===== src/rtl/cla_add_pipe.sv =====
// Two-stage pipelined carry-lookahead adder with valid/ready handshake.
// Define CLA_ADD_OVF_EN to add the registered signed-overflow output out_ovf.

// 4-bit lookahead cell: bit carries from per-bit P/G, plus group propagate/generate.
module cla_4 (
  input  logic [3:0] p_i,
  input  logic [3:0] g_i,
  input  logic       c_i,
  output logic [4:1] c_o,
  output logic       pm_o,
  output logic       gm_o
);

  assign pm_o = &p_i;
  assign gm_o = g_i[3] | (p_i[3] & g_i[2]) | (p_i[3] & p_i[2] & g_i[1])
              | (p_i[3] & p_i[2] & p_i[1] & g_i[0]);

  assign c_o[1] = g_i[0] | (p_i[0] & c_i);
  assign c_o[2] = g_i[1] | (p_i[1] & g_i[0]) | (p_i[1] & p_i[0] & c_i);
  assign c_o[3] = g_i[2] | (p_i[2] & g_i[1]) | (p_i[2] & p_i[1] & g_i[0])
                | (p_i[2] & p_i[1] & p_i[0] & c_i);
  assign c_o[4] = gm_o | (pm_o & c_i);

endmodule

module cla_add_pipe #(
  parameter int unsigned WIDTH = 16
) (
  input  logic             clk,
  input  logic             rst_n,
  input  logic             in_valid,
  output logic             in_ready,
  input  logic [WIDTH-1:0] in_a,
  input  logic [WIDTH-1:0] in_b,
  input  logic             in_cin,
  output logic             out_valid,
  input  logic             out_ready,
  output logic [WIDTH-1:0] out_sum,
  output logic             out_cout
`ifdef CLA_ADD_OVF_EN
  ,
  output logic             out_ovf
`endif
);

  localparam int unsigned NG   = WIDTH / 4;
  localparam int unsigned MAXG = 4;

  logic             s1_valid_q;
  logic [WIDTH-1:0] s1_p_q, s1_p_d;
  logic [WIDTH-1:0] s1_g_q, s1_g_d;
  logic             s1_cin_q;
  logic             out_valid_q;
  logic [WIDTH-1:0] out_sum_q, out_sum_d;
  logic             out_cout_q, out_cout_d;
  logic             adv1, adv2;

  // Advance conditions: in_ready is purely combinational, no skid buffer.
  assign adv2     = !out_valid_q | out_ready;
  assign adv1     = !s1_valid_q | adv2;
  assign in_ready = adv1;

  assign s1_p_d = in_a ^ in_b;
  assign s1_g_d = in_a & in_b;

  always_ff @(posedge clk or negedge rst_n) begin
    if (!rst_n) begin
      s1_valid_q <= 1'b0;
      s1_p_q     <= '0;
      s1_g_q     <= '0;
      s1_cin_q   <= 1'b0;
    end else if (adv1) begin
      s1_valid_q <= in_valid;
      s1_p_q     <= s1_p_d;
      s1_g_q     <= s1_g_d;
      s1_cin_q   <= in_cin;
    end
  end

  logic [MAXG-1:0] grp_pm, grp_gm;
  logic [4:0]      blk_c;
  logic            blk_pm, blk_gm;
  logic [WIDTH:0]  carry;

  // Group cells; unused group slots feed P=0/G=0 into the block cell.
  for (genvar i = 0; i < MAXG; i++) begin : g_grp
    if (i < NG) begin : g_used
      logic [4:1] gc;
      logic       unused_gc4;
      cla_4 u_grp (
        .p_i  (s1_p_q[4*i +: 4]),
        .g_i  (s1_g_q[4*i +: 4]),
        .c_i  (blk_c[i]),
        .c_o  (gc),
        .pm_o (grp_pm[i]),
        .gm_o (grp_gm[i])
      );
      assign carry[4*i]         = blk_c[i];
      assign carry[4*i+1 +: 3]  = gc[3:1];
      assign unused_gc4         = gc[4];
    end else begin : g_pad
      assign grp_pm[i] = 1'b0;
      assign grp_gm[i] = 1'b0;
    end
  end

  cla_4 u_blk (
    .p_i  (grp_pm),
    .g_i  (grp_gm),
    .c_i  (s1_cin_q),
    .c_o  (blk_c[4:1]),
    .pm_o (blk_pm),
    .gm_o (blk_gm)
  );
  assign blk_c[0]     = s1_cin_q;
  assign carry[WIDTH] = blk_c[NG];

  logic unused_blk;
  assign unused_blk = ^{blk_pm, blk_gm, blk_c};

  assign out_sum_d  = s1_p_q ^ carry[WIDTH-1:0];
  assign out_cout_d = carry[WIDTH];

  // Output stage holds its data while stalled and across bubbles.
  always_ff @(posedge clk or negedge rst_n) begin
    if (!rst_n) begin
      out_valid_q <= 1'b0;
      out_sum_q   <= '0;
      out_cout_q  <= 1'b0;
    end else if (adv2) begin
      out_valid_q <= s1_valid_q;
      if (s1_valid_q) begin
        out_sum_q  <= out_sum_d;
        out_cout_q <= out_cout_d;
      end
    end
  end

  assign out_valid = out_valid_q;
  assign out_sum   = out_sum_q;
  assign out_cout  = out_cout_q;

`ifdef CLA_ADD_OVF_EN
  logic out_ovf_q, out_ovf_d;

  assign out_ovf_d = carry[WIDTH] ^ carry[WIDTH-1];

  always_ff @(posedge clk or negedge rst_n) begin
    if (!rst_n) begin
      out_ovf_q <= 1'b0;
    end else if (adv2 && s1_valid_q) begin
      out_ovf_q <= out_ovf_d;
    end
  end

  assign out_ovf = out_ovf_q;
`endif

endmodule


===== config.mk =====
export PLATFORM = sky130hd
export DESIGN_NAME = cla_add_pipe
export DESIGN_NICKNAME = d
export VERILOG_FILES = /design/src/rtl/cla_add_pipe.sv
export SDC_FILE = /design/constraint.sdc
export NUM_CORES = 1
export LEC_CHECK = 0
export ABC_AREA = 1
export BUFFER_PORTS_ARGS = -buffer_cell sky130_fd_sc_hd__buf_4
export CAP_MARGIN = 20
export CORE_ASPECT_RATIO = 1.5
export CORE_MARGIN = 3
export CORE_UTILIZATION = 45
export CTS_CLUSTER_DIAMETER = 80
export CTS_CLUSTER_SIZE = 14
export DETAILED_ROUTE_END_ITERATION = 6
export GPL_TIMING_DRIVEN = 0
export PLACE_DENSITY_LB_ADDON = 0.25
export SLEW_MARGIN = 30
export SYNTH_ARGS = -nofsm -noshare
export SYNTH_HDL_FRONTEND = slang
export SYNTH_SLANG_ARGS = --single-unit

===== constraint.sdc =====
create_clock -name clk -period 1.81 [get_ports clk]
set_clock_uncertainty 0.1 [all_clocks]
set_input_delay 0.2715 -clock clk [delete_from_list [all_inputs] [get_ports clk]]
set_output_delay 0.2715 -clock clk [all_outputs]
set_load 0.005 [all_outputs]

---- After elaboration in Yosys (flattened, before gate mapping) ----
Index checks and enable logic that the tools add are counted.
storage, ports and cells
  bits in registers ....................... 52
  bits in latches ......................... 0
  RAM bits ................................ 0
  memory bits (read-only) ................. 0
  input bits .............................. 37
  output and inout port bits .............. 19
  word-level logic and storage cells ...... 137
  memories kept ........................... 0
operators by class
  add/sub/neg operators ................... 0
  $mul .................................... 0
  div/mod/pow operators ................... 0
  order comparisons ....................... 0
  equal/unequal tests ..................... 0
  shift-type cells ........................ 0
  mux-type cells .......................... 0
  bitwise gates (word level) .............. 122
  reductions and logical operators ........ 8
operators with widths
  kind               count
  $and 1x1->1        71
  $or 1x1->1         48
  $xor 16x16->16     2
  $and 16x16->16     1
  $reduce_and 16->1  1
  $reduce_and 4->1   4
  $logic_not 1->1    2
  $reduce_and 2->1   1

---- Longest topological paths before layout ----
  word-level depth ........................ 11
  gate-level depth with buffers ........... 11
  depth with buffers taken out ............ 11

---- Cells and area by module ----
A second synthesis with hierarchy kept.
unflattened totals
  cells, all modules ...................... 394
  area, all modules ....................... 2970.3 um2
modules (own cells, without submodules)
  module        instances  cells each  area an instance (um2)  sequential area each (um2)
  cla_add_pipe  1          299         2513.7                  1301.2
  cla_4         5          19          91.3                    0.0

---- Worst setup path after synthesis ----
OpenSTA, ideal clock, no wires.
  path type ............................... register to register
  from .................................... register s1_p_q[5]
  to ...................................... register out_sum_q[13], in the netlist out_sum[13]
  setup time .............................. 0.135 ns
  arrival time ............................ 1.413 ns
  data required time ...................... 1.575 ns
  setup slack ............................. 0.162 ns
  cell stages (with the launch flop) ...... 11
  path buffers ............................ 0
  period minus slack after synthesis ...... 1.648 ns
  cell sequence ........................... dfrtp_1 -> nand2_1 -> nand2_1 -> nand2_1 -> nand2_1 -> a21oi_1 -> nand2_4 -> ha_1 -> nor2_1 -> xor2_1 -> o21ai_0
between the ends
  cells in the longest elaborated chain, start to end .. 10
  elaborated cells between the ends (all ways) .. 15
  those cells by class .................... bitwise: 14; reduce/logical: 1
ends and longest elaborated chain
  item                       RTL line  source
  start, declared            50        logic [WIDTH-1:0] s1_p_q, s1_p_d;
  start signal, assigned     74        s1_p_q <= s1_p_d;
  $and 1x1->1 (2 in series)  16        | (p_i[3] & p_i[2] & p_i[1] & g_i[0]);
  $or 1x1->1                 16
  $and 1x1->1                20        assign c_o[3] = g_i[2] | (p_i[2] & g_i[1]) | (p_i[2] & p_i[1] & g_i[0])
  $or 1x1->1 (2 in series)   20
  $or 1x1->1 *               21        | (p_i[2] & p_i[1] & p_i[0] & c_i);
  $and 1x1->1 *              18        assign c_o[1] = g_i[0] | (p_i[0] & c_i);
  $or 1x1->1 *               18
  $xor 16x16->16 *           121       assign out_sum_d = s1_p_q ^ carry[WIDTH-1:0];
  end signal, assigned       133       out_sum_q <= out_sum_d;
  end, declared              54        logic [WIDTH-1:0] out_sum_q, out_sum_d;
Mark *: on every way between the ends. The rest lies on a longest branch, timed or not.
A chain may end at the register's enable or synchronous reset.

---- Worst setup path after layout ----
  from .................................... register s1_g_q[4]
  to ...................................... register out_sum_q[13], in the netlist out_sum[13]
between the ends
  cells in the longest elaborated chain, start to end .. 9
ends and longest elaborated chain
  item                      RTL line  source
  start, declared           51        logic [WIDTH-1:0] s1_g_q, s1_g_d;
  start signal, assigned    75        s1_g_q <= s1_g_d;
  $and 1x1->1               16
  $or 1x1->1                16
  $and 1x1->1               20
  $or 1x1->1 (2 in series)  20
  $or 1x1->1                21
  $and 1x1->1               18
  $or 1x1->1                18
  $xor 16x16->16            121
Every way passes these cells.

==> impl_metrics.sql <==
INSERT INTO impl_metrics (metric_group, metric, value, unit) VALUES
('outcome', 'outcome', 'finished, final reports clean', ''),
('cells_and_area', 'finish.instance_area', '3330', 'µm²'),
('clock_tree', 'clock-root-buffer', 'clkbuf_8', ''),
('synth', 'synth_sequential_area_ratio', '0.491', ''),
('synth', 'postSynth.topFlopCell', 'dfrtp_1', ''),
('synth', 'post_synth.cell_area_avg', '8.94', 'µm²'),
('floorplanning', 'core_box_area', '5570', 'µm²'),
('synth', 'synth-simple-area-share', '0.204', ''),
('floorplanning', 'start_util', '0.475', ''),
('job', 'drv.max_cap_violation_count', '0', ''),
('power_and_ir_drop', 'power_leakage', '1.76', 'nW'),
('clock_tree', 'cts_tree', 'done', ''),
('timing', 'timing.final.max_slew_violations', '0', ''),
('detailed_routing', 'drc', '0', ''),
('synth', 'yosys.cell_types.count', '25', ''),
('detailed_routing', 'vias', '2209', ''),
('detailed_routing', 'firstDrtPassIters', '4', ''),
('power_and_ir_drop', 'pwr_density_cell', '946', 'nW/µm²'),
('synth', 'muxShareOfSynthArea', '0.0595', ''),
('grt', 'grt_first_pass_wirelength', '9.55', 'mm'),
('grt', 'grt_max_degree', '53', ''),
('placement', 'port-buffer-count', '55', ''),
('setup_path', 'timing.critical_path.slowest_cell_delay', '0.44', 'ns'),
('detailed_routing', 'drt.antenna.violating_nets', '0', ''),
('grt', 'antenna_found_initial', '0', ''),
('detailed_routing', 'routed_wire_length_per_instance', '13.7', 'µm'),
('synth', 'dominant_combinational_cell_family_by_area_after_synthesis', 'simple AND/OR/NAND/NOR gates', ''),
('clock_tree', 'clk_path_buf_depth', '2', ''),
('setup_path', 'regToRegStartpoint', 's1_g_q[4]$_DFFE_PN0P_', ''),
('synth', 'synthArstFlopShare', '1.00', ''),
('grt', 'first_global_vias', '2121', ''),
('grt', 'global_route.usage.total', '0.185', ''),
('placement', 'place_area', '3150', 'µm²'),
('cells_and_area', 'layout_commonest_cell', 'nand2_1', ''),
('timing', 'clock.fmax', '572', 'MHz'),
('grt', 'met3_usage', '0.0258', ''),
('detailed_routing', 'detail_route.wirelength', '5.93', 'mm'),
('synth', 'ys_ff_latch', '52', ''),
('cells_and_area', 'layout-drive-gt1-share', '0.291', ''),
('timing', 'setup_violations', '0', ''),
('detailed_routing', 'via_per_inst', '5.09', ''),
('placement', 'globalplace.congestion', '0.881', ''),
('setup_path', 'crit_path_end_kind', 'register', ''),
('cells_and_area', 'final_core_util', '0.597', ''),
('grt', 'groute.layer.met2.usage', '0.320', ''),
('synth', 'synthesis.instances', '296', ''),
('synth', 'syn_nets', '353', ''),
('setup_path', 'reg2regPathDepth', '10', ''),
('synth', 'synth-adder-area-share', '0.0945', ''),
('clock_tree', 'cts-buffers-inserted', '5', ''),
('synth', 'synth_xor_area_frac', '0.0132', ''),
('synth', 'synth_compound_area_frac', '0.0766', ''),
('cells_and_area', 'insertedDiodeCount', '0', ''),
('power_and_ir_drop', 'worst_ir_drop_vdd', '0.000550', 'V'),
('timing', 'worst-slew-pin-transition', '0.647', 'ns'),
('setup_path', 'crit_slowest_cell', 'dfrtp_1', ''),
('setup_path', 'worst-setup-path-type', 'reg -> reg', ''),
('timing', 'final.period_utilization', '0.965', ''),
('grt', 'met1_layer_usage_reported_by_global_route', '0.230', ''),
('setup_path', 'critical_path_required', '1.89', 'ns'),
('grt', 'busiest_metal_layer_after_global_routing', 'met2', ''),
('timing', 'rsz0062_at_grt', 'yes', ''),
('setup_path', 'critical_path.endpoint', 'out_sum[13]$_DFFE_PN0P_', ''),
('timing', 'period_minus_slack', '1.75', 'ns'),
('clock_tree', 'clk-insertion-delay-late', '0.31', 'ns'),
('floorplanning', 'ports', '56', ''),
('worst_hold_path', 'timing.hold.worst.class', 'in -> reg', ''),
('cells_and_area', 'final.fill_count', '504', ''),
('grt', 'overflow', '0', ''),
('setup_path', 'endpoint_of_the_worst_register_to_register_path', 'out_sum[13]$_DFFE_PN0P_', ''),
('setup_path', 'worstSetupPathDepth', '10', '');
## worst reg2reg max path: cells and delay by family (launching register included)
family          cells  cell delay [ns]
fa+ha+maj           1             0.17
compound gates      2             0.27
xor+xnor            1             0.15
flops               1             0.44
simple gates        6             0.50
## timing repair
item	in CTS	in global routing
hold buffers	1	0
gates cloned	0	0
setup endpoints to repair	3	3
buffers inserted	1	4
hold endpoints to repair	52	0
gates resized for setup	1	16
pin swaps	1	11
## cell type report
type | instances | area [µm²] | share of cell area
sequential | 52 | 1300 | 0.392
inverter | 30 | 113 | 0.0338
clock inverter | 2 | 10.0 | 0.00301
tap | 70 | 87.6 | 0.0263
buffer | 7 | 45.0 | 0.0135
timing repair buffer | 61 | 460 | 0.138
multi-input combinational | 206 | 1230 | 0.369
clock buffer | 6 | 82.6 | 0.0248
## per-stage QoR
step	setup TNS (ns)	setup WS, ns	total power [W]	hold slack (ns)	instances
after floorplan	0	0.162	0.00199	-0.124	296
after global placement	0	0.0191	0.00240	0.243	421
after detailed placement	-0.00921	-0.00921	0.00243	0.245	421
after CTS	0	0.0203	0.00312	0.0605	430
after global routing	-0.0817	-0.0438	0.00335	0.0822	434
final	0	0.0625	0.00315	0.0600	434
## flip-flops by register name, indices dropped and copies added (netlist names)
register,flops
out_cout,1
out_sum,16
out_valid,1
s1_cin_q,1
s1_g_q,16
s1_p_q,16
s1_valid_q,1
## synthesized netlist by cell type (2+ instances only)
cell / instances / area share
a21oi_1: 6 / 0.011
clkbuf_1: 5 / 0.0071
dfrtp_1: 52 / 0.49
ha_1: 20 / 0.095
inv_1: 30 / 0.043
mux2_2: 14 / 0.060
nand2_1: 89 / 0.13
nand2_2: 3 / 0.0071
nand3_1: 13 / 0.025
nand3_2: 2 / 0.0076
nor2_1: 18 / 0.026
nor3_1: 2 / 0.0038
o21ai_0: 27 / 0.051
xor2_1: 4 / 0.013
## how the worst min path moves through the flow
| stage | slack [ns] | start | end |
|---|---|---|---|
| final | 0.06 | in_valid | s1_valid_q$_DFFE_PN0P_ |
| after global routing | 0.08 | in_cin | s1_cin_q$_DFFE_PN0P_ |
| after CTS | 0.06 | in_valid | s1_valid_q$_DFFE_PN0P_ |
| after detailed placement | 0.25 | rst_n | out_sum[5]$_DFFE_PN0P_ |
| after global placement | 0.24 | rst_n | out_sum[5]$_DFFE_PN0P_ |
| after floorplan | -0.12 | rst_n | out_cout$_DFFE_PN0P_ |
## power by group
group          leakage (nW)  switching (W)  internal (W)
logic                  1.08       0.000446      0.000466
clock network        0.0510       0.000391      0.000306
registers             0.632       0.000166       0.00138
## routing by layer
| layer | vias to the layer above | share of wire |
|---|---|---|
| li1 | 1088 | - |
| met1 | 1067 | 0.41 |
| met2 | 46 | 0.54 |
| met3 | 8 | 0.032 |
| met4 | 0 | 0.015 |
| met5 | - | 0 |
## cell families after synthesis
| kind of cell | count (synthesis) |
|---|---|
| flops | 52 |
| mux | 14 |
| xor+xnor | 4 |
| fa+ha+maj | 20 |
| buf+inv | 38 |
| simple gates | 130 |
| compound gates | 38 |
Note: power is estimated with default switching activity, not from simulation.
